## src/rtl/stopwatch_counter.sv

```systemverilog
// Stopwatch time-keeping core: minutes:seconds held as four BCD digit registers.
// Run mode counts on tick_1hz_i; adjust mode bumps the selected field on tick_2hz_i.
module stopwatch_counter #(
  parameter int unsigned MIN_MAX      = 59,
  parameter bit          START_PAUSED = 1'b0
) (
  input  logic       clk_i,
  input  logic       rst_i,
  input  logic       tick_1hz_i,
  input  logic       tick_2hz_i,
  input  logic       pause_pulse_i,
  input  logic       adj_i,
  input  logic       sel_i,
  output logic [3:0] min_tens_o,
  output logic [3:0] min_ones_o,
  output logic [3:0] sec_tens_o,
  output logic [3:0] sec_ones_o,
  output logic       paused_o
);

  localparam logic [3:0] MAX_T = 4'(MIN_MAX / 10);
  localparam logic [3:0] MAX_O = 4'(MIN_MAX % 10);

  logic [3:0] min_t_q, min_o_q, sec_t_q, sec_o_q;
  logic [3:0] min_t_d, min_o_d, sec_t_d, sec_o_d;
  logic       paused_q, paused_d;

  logic run_tick, adj_sec, adj_min, sec_at_max, min_at_max;

  // Ticks are qualified by the paused value registered before this edge.
  assign run_tick   = !adj_i && !paused_q && tick_1hz_i;
  assign adj_sec    = adj_i && tick_2hz_i && sel_i;
  assign adj_min    = adj_i && tick_2hz_i && !sel_i;
  assign sec_at_max = (sec_t_q == 4'd5) && (sec_o_q == 4'd9);
  assign min_at_max = (min_t_q == MAX_T) && (min_o_q == MAX_O);

  always_comb begin
    sec_t_d  = sec_t_q;
    sec_o_d  = sec_o_q;
    min_t_d  = min_t_q;
    min_o_d  = min_o_q;
    paused_d = paused_q ^ pause_pulse_i;

    if (run_tick || adj_sec) begin
      if (sec_o_q == 4'd9) begin
        sec_o_d = 4'd0;
        sec_t_d = (sec_t_q == 4'd5) ? 4'd0 : sec_t_q + 4'd1;
      end else begin
        sec_o_d = sec_o_q + 4'd1;
      end
    end

    // Adjusting seconds never carries; only a run-mode rollover does.
    if (adj_min || (run_tick && sec_at_max)) begin
      if (min_at_max) begin
        min_t_d = 4'd0;
        min_o_d = 4'd0;
      end else if (min_o_q == 4'd9) begin
        min_o_d = 4'd0;
        min_t_d = min_t_q + 4'd1;
      end else begin
        min_o_d = min_o_q + 4'd1;
      end
    end
  end

  always_ff @(posedge clk_i) begin
    if (rst_i) begin
      min_t_q  <= 4'd0;
      min_o_q  <= 4'd0;
      sec_t_q  <= 4'd0;
      sec_o_q  <= 4'd0;
      paused_q <= START_PAUSED;
    end else begin
      min_t_q  <= min_t_d;
      min_o_q  <= min_o_d;
      sec_t_q  <= sec_t_d;
      sec_o_q  <= sec_o_d;
      paused_q <= paused_d;
    end
  end

  assign min_tens_o = min_t_q;
  assign min_ones_o = min_o_q;
  assign sec_tens_o = sec_t_q;
  assign sec_ones_o = sec_o_q;
  assign paused_o   = paused_q;

endmodule

```

## config.mk

```make
export PLATFORM = sky130hd
export DESIGN_NAME = stopwatch_counter
export DESIGN_NICKNAME = d
export VERILOG_FILES = /design/src/rtl/stopwatch_counter.sv
export SDC_FILE = /design/constraint.sdc
export NUM_CORES = 1
export LEC_CHECK = 0
export ABC_AREA = 1
export ABC_CLOCK_PERIOD_IN_PS = 3700
export CORE_ASPECT_RATIO = 0.9
export CORE_MARGIN = 2
export CORE_UTILIZATION = 50
export DETAILED_ROUTE_END_ITERATION = 8
export PLACE_DENSITY = 0.82
export REMOVE_ABC_BUFFERS = 1
export SYNTH_ARGS = -nofsm -noshare
export SYNTH_HDL_FRONTEND = slang
export SYNTH_SLANG_ARGS = --single-unit
```

## constraint.sdc

```tcl
create_clock -name clk_i -period 3.7 [get_ports clk_i]
set_input_delay 0.74 -clock clk_i [delete_from_list [all_inputs] [get_ports clk_i]]
set_output_delay 0.74 -clock clk_i [all_outputs]
set_load 0.005 [all_outputs]
```

==> Word-level counts from Yosys, hierarchy flattened <==
Index checks and enable logic that the tools add are counted.
{ "word_totals": {"reg_bits": 17, "inputBits": 7, "elab_cells": 36} }
{ "classes": {"n_addsub": 4, "n_eq_ne": 4, "n_mux": 6, "n_bitwise": 1, "reduce_logical": 16} }
{ "ops": {"columns": ["cell", "n"], "rows": [
  ["4-bit 2-to-1 mux", 6],
  ["4-bit by 1-bit adder with 4-bit output, second input constant", 4],
  ["4-bit by 3-bit equality test with 1-bit output, second input constant", 2],
  ["4-bit equality test, second input constant", 2],
  ["1-bit logical AND", 8],
  ["2-bit AND reduction", 2],
  ["1-bit zero test", 3],
  ["1-bit logical OR", 2],
  ["2-bit nonzero test", 1],
  ["1-bit XOR", 1]
]} }

==> Longest topological paths before layout <==
{ "depth": {"word_depth": 6, "mapped_depth": 9, "ltp_nobuf": 9} }

==> Least setup slack after synthesis <==
Ideal clock, no wire load.
{ "synth_timing": {"path_type": "input to register", "from": "input adj_i", "to": "register sec_t_q[1] (netlist: sec_tens_o[1])", "setup_ns": 0.127, "arrival_ns": 1.347, "required_ns": 3.573, "setup_slack_ns": 2.226, "cell_stages": 6, "path_buffers": 0, "cell_sequence": "nor2_1 nand2_1 nand2_1 nand2_1 o21ai_0 o22ai_1"} }
{ "synth_via": {"elab_chain_len": 5} }
{ "synth_lines": {"columns": ["element", "line", "text"], "rows": [
  ["from (decl)", "12", "input logic adj_i,"],
  ["1-bit zero test", "31", "assign run_tick = !adj_i && !paused_q && tick_1hz_i;"],
  ["1-bit logical AND (2 in a row)", "31", null],
  ["1-bit logical OR *", "44", "if (run_tick || adj_sec) begin"],
  ["2-bit AND reduction (no line) *", null, null],
  ["to (signal assigned)", "77", "sec_t_q <= sec_t_d;"],
  ["to (decl)", "24", "logic [3:0] min_t_q, min_o_q, sec_t_q, sec_o_q;"]
]} }
Mark *: on every way between the ends. The rest lies on a longest branch, timed or not.
A chain may end at the register's enable or synchronous reset.

==> Worst setup path in the final report <==
{ "layout_timing": {"from": "register min_o_q[2] (netlist: min_ones_o[2])", "to": "output min_ones_o[2]"} }
{ "layout_lines": {"columns": ["element", "line", "text"], "rows": [
  ["from (decl)", "24", null],
  ["from (signal assigned)", "76", "min_o_q <= min_o_d;"],
  ["to (decl)", "15", "output logic [3:0] min_ones_o,"]
]} }
No word-level cell between the ends.

==> results.ini <==
[placed_design]
placed_cell_area_um2 = 1180
io_buffers = 23
gp_congestion = 0.872
hpwl_mm = 1.42

[detailed_routing]
via_per_inst = 4.98
antenna_left = 0
post_drt_wl_per_cell_um = 10.5
drt_first_pass_iters = 4
num_vias = 902
remaining_drc_errors = 0
drt-total-wl_mm = 1.91
drt_iter0_drc = 8

[power_and_ir_drop]
clockPowerShare = 0.298
pwr-share-comb = 0.117
power_density_nw_per_um2 = 273
switchingPower_uw = 79.7
worst_ir_drop_vdd_mv = 0.172
power.leakage_uw = 0.000487
p_seq_frac = 0.585
swShare = 0.242
intPower_uw = 250

[setup_path]
worst-setup-path-type = register to output port
crit_path_start_kind = register
crit_path_max_incr_delay_ns = 0.55
arrival_ns = 1.31
worstPathRequired_ns = 2.96
path_delay_family = buffers and inverters
path_max_fanout = 5
end_kind = output port
crit_buf_inv = 1
path_cells = clkdlybuf4s50_1
slowest_stage = clkdlybuf4s50_1

[final_layout]
area_delta_synth_final_pct = 30.4
diodes = 0
final_cell_area_um2 = 1210
drive_gt1_frac = 0.0701
layout.nets = 169

[timing]
finalHoldViolations = 0
worst_pin_slew_ns = 0.286
tns_ns = 0
finClkSkew_ns = 0.00512
grt_setup_unrepaired = false
fmaxAchievable_ghz = 0.487
fin_crit_ns = 2.05
period_share = 0.555
max_slew_margin = 0.807
setup_viol = 0
drv_slew = 0

[global_route]
grt_pass1_vias = 784
gr-total-overflow = 0
grt_start_max_net_pins = 11
antenna_found_initial = 0
grt_usage = 0.181
grt_pass1_wl_mm = 3.08

[clocking]
cts_max_level = 1
root_buffer = clkbuf_4
postCtsSetupBuffers = 0
cts_made_buffers = 3
post_cts_resized = 0
clkSinkCount = 17
clkSlewWorstSetupHoldPaths_ns = 0.10
cts_buffer_depth = 2
cts_tree = done
postCtsHoldBufs = 0
clk_latency_ns = 0.29

[yosys]
synth-compound-area-share = 0.100
synth_cell_types = 25
yosysTopAreaCellShare = 0.368
synth_top_area_cell = dfxtp_1
synth_xor_area_frac = 0.0474
synth_top_family_by_area = simple AND/OR/NAND/NOR gates
synth-seq-area-share = 0.368
yosys_warnings = 0
synthAdderAreaFrac = 0.0541
yosys-top-cells-area = dfxtp_1, nand2_1, nor2_1
synth_area_um2 = 925
muxShareOfSynthArea = 0
yosys.area_share.simple = 0.356
syn_inst = 131
synth_seq_cells = 17
synth.avg_cell_area_um2 = 7.06

[die]
dieWidth_um = 49.3
start_util = 0.544
row_count = 14
io_pins = 24
die_h_um = 44.8
core_um2 = 1700
die_area_um2 = 2210

[min_path]
hold_class = register to register

[outcome]
status = finished, final reports clean

[job]
drv_cap = 0

final timing paths:
| check | startpoint | end | slack, ns | cells after the start |
|---|---|---|---|---|
| hold reg to reg | sec_ones_o[1] | sec_ones_o[2] | 0.52 | 2 |
| setup reg to reg | min_ones_o[0] | min_tens_o[2] | 2.29 | 7 |
| hold / removal | sec_ones_o[1] | sec_ones_o[2] | 0.52 | 2 |
| setup / recovery | min_ones_o[2] | min_ones_o[2] | 1.65 | 1 |
kinds of logic after synthesis:
family | Yosys count
simple gates | 70
xor+xnor | 5
fa+ha+maj | 4
flops | 17
buf+inv | 18
compound gates | 17
through the flow:
stage               cells  total power [µW]  hold slack, ns  setup WS, ns   util
finish                181               329           0.521          1.65  0.710
global placement      177               234           0.493          1.66  0.694
floorplan             130               214           0.481          2.23      -
global route          181               345           0.548          1.61  0.710
CTS                   181               332           0.522          1.65  0.710
detailed placement    177               235           0.491          1.55  0.694
cell usage after synthesis:
cell / count
xor2_1: 2
o21bai_1: 1
nand2_4: 2
nor2_4: 2
nand3b_1: 1
nor2_2: 1
nand2_2: 1
inv_1: 15
dfxtp_1: 17
nand4_1: 2
a21oi_1: 10
nor3_1: 2
o32ai_1: 1
nor2b_1: 1
nand3_2: 1
o22ai_1: 1
inv_2: 1
nand3_1: 9
xnor2_1: 3
o21ai_0: 4
ha_1: 4
nor2_1: 18
clkinv_1: 1
buf_2: 1
nand2_1: 30
per-layer routing:
metal	wire (µm)	part of all wire	GRT usage
met1	898	0.47	0.210
met2	902	0.47	0.332
met3	71	0.037	0.0331
met4	33	0.017	0.0800
met5	0	0	0
power by group through the flow:
| stage | Combinational [µW] | Sequential (µW) | Clock, µW |
|---|---|---|---|
| global route | 42.5 | 193 | 109 |
| CTS | 38.5 | 193 | 101 |
| finish | 38.5 | 193 | 98.1 |
| floorplan | 17.6 | 196 | 0 |
| detailed placement | 38.3 | 197 | 0 |
| global placement | 37.2 | 197 | 0 |
cell usage in the layout (no fill, tap or decap), types with 2 or more instances in the layout:
| cell type | n |
|---|---|
| nand2_1 | 30 |
| a21oi_1 | 10 |
| nor3_1 | 2 |
| dfxtp_1 | 17 |
| nand3_1 | 9 |
| nor2_1 | 18 |
| nor2_4 | 2 |
| xor2_1 | 2 |
| clkdlybuf4s50_1 | 23 |
| ha_1 | 4 |
| o21ai_0 | 4 |
| nand2_4 | 2 |
| clkbuf_4 | 3 |
| inv_1 | 15 |
| nand4_1 | 2 |
| xnor2_1 | 3 |
state kept, by name (all words and copies together), names as in the netlist:
register and cells:
sec_ones_o 4, min_tens_o 4, sec_tens_o 4, paused_o 1, min_ones_o 4
area by class of cell:
class / count / area, µm²
Clock buffer: 4 / 26.3
Fill cell: 152 / 493
Inverter: 17 / 63.8
Multi-Input combinational cell: 96 / 515
Sequential cell: 17 / 340
Tap cell: 24 / 30.0
Timing Repair Buffer: 23 / 230
Note: power is estimated with default switching activity, not from simulation.
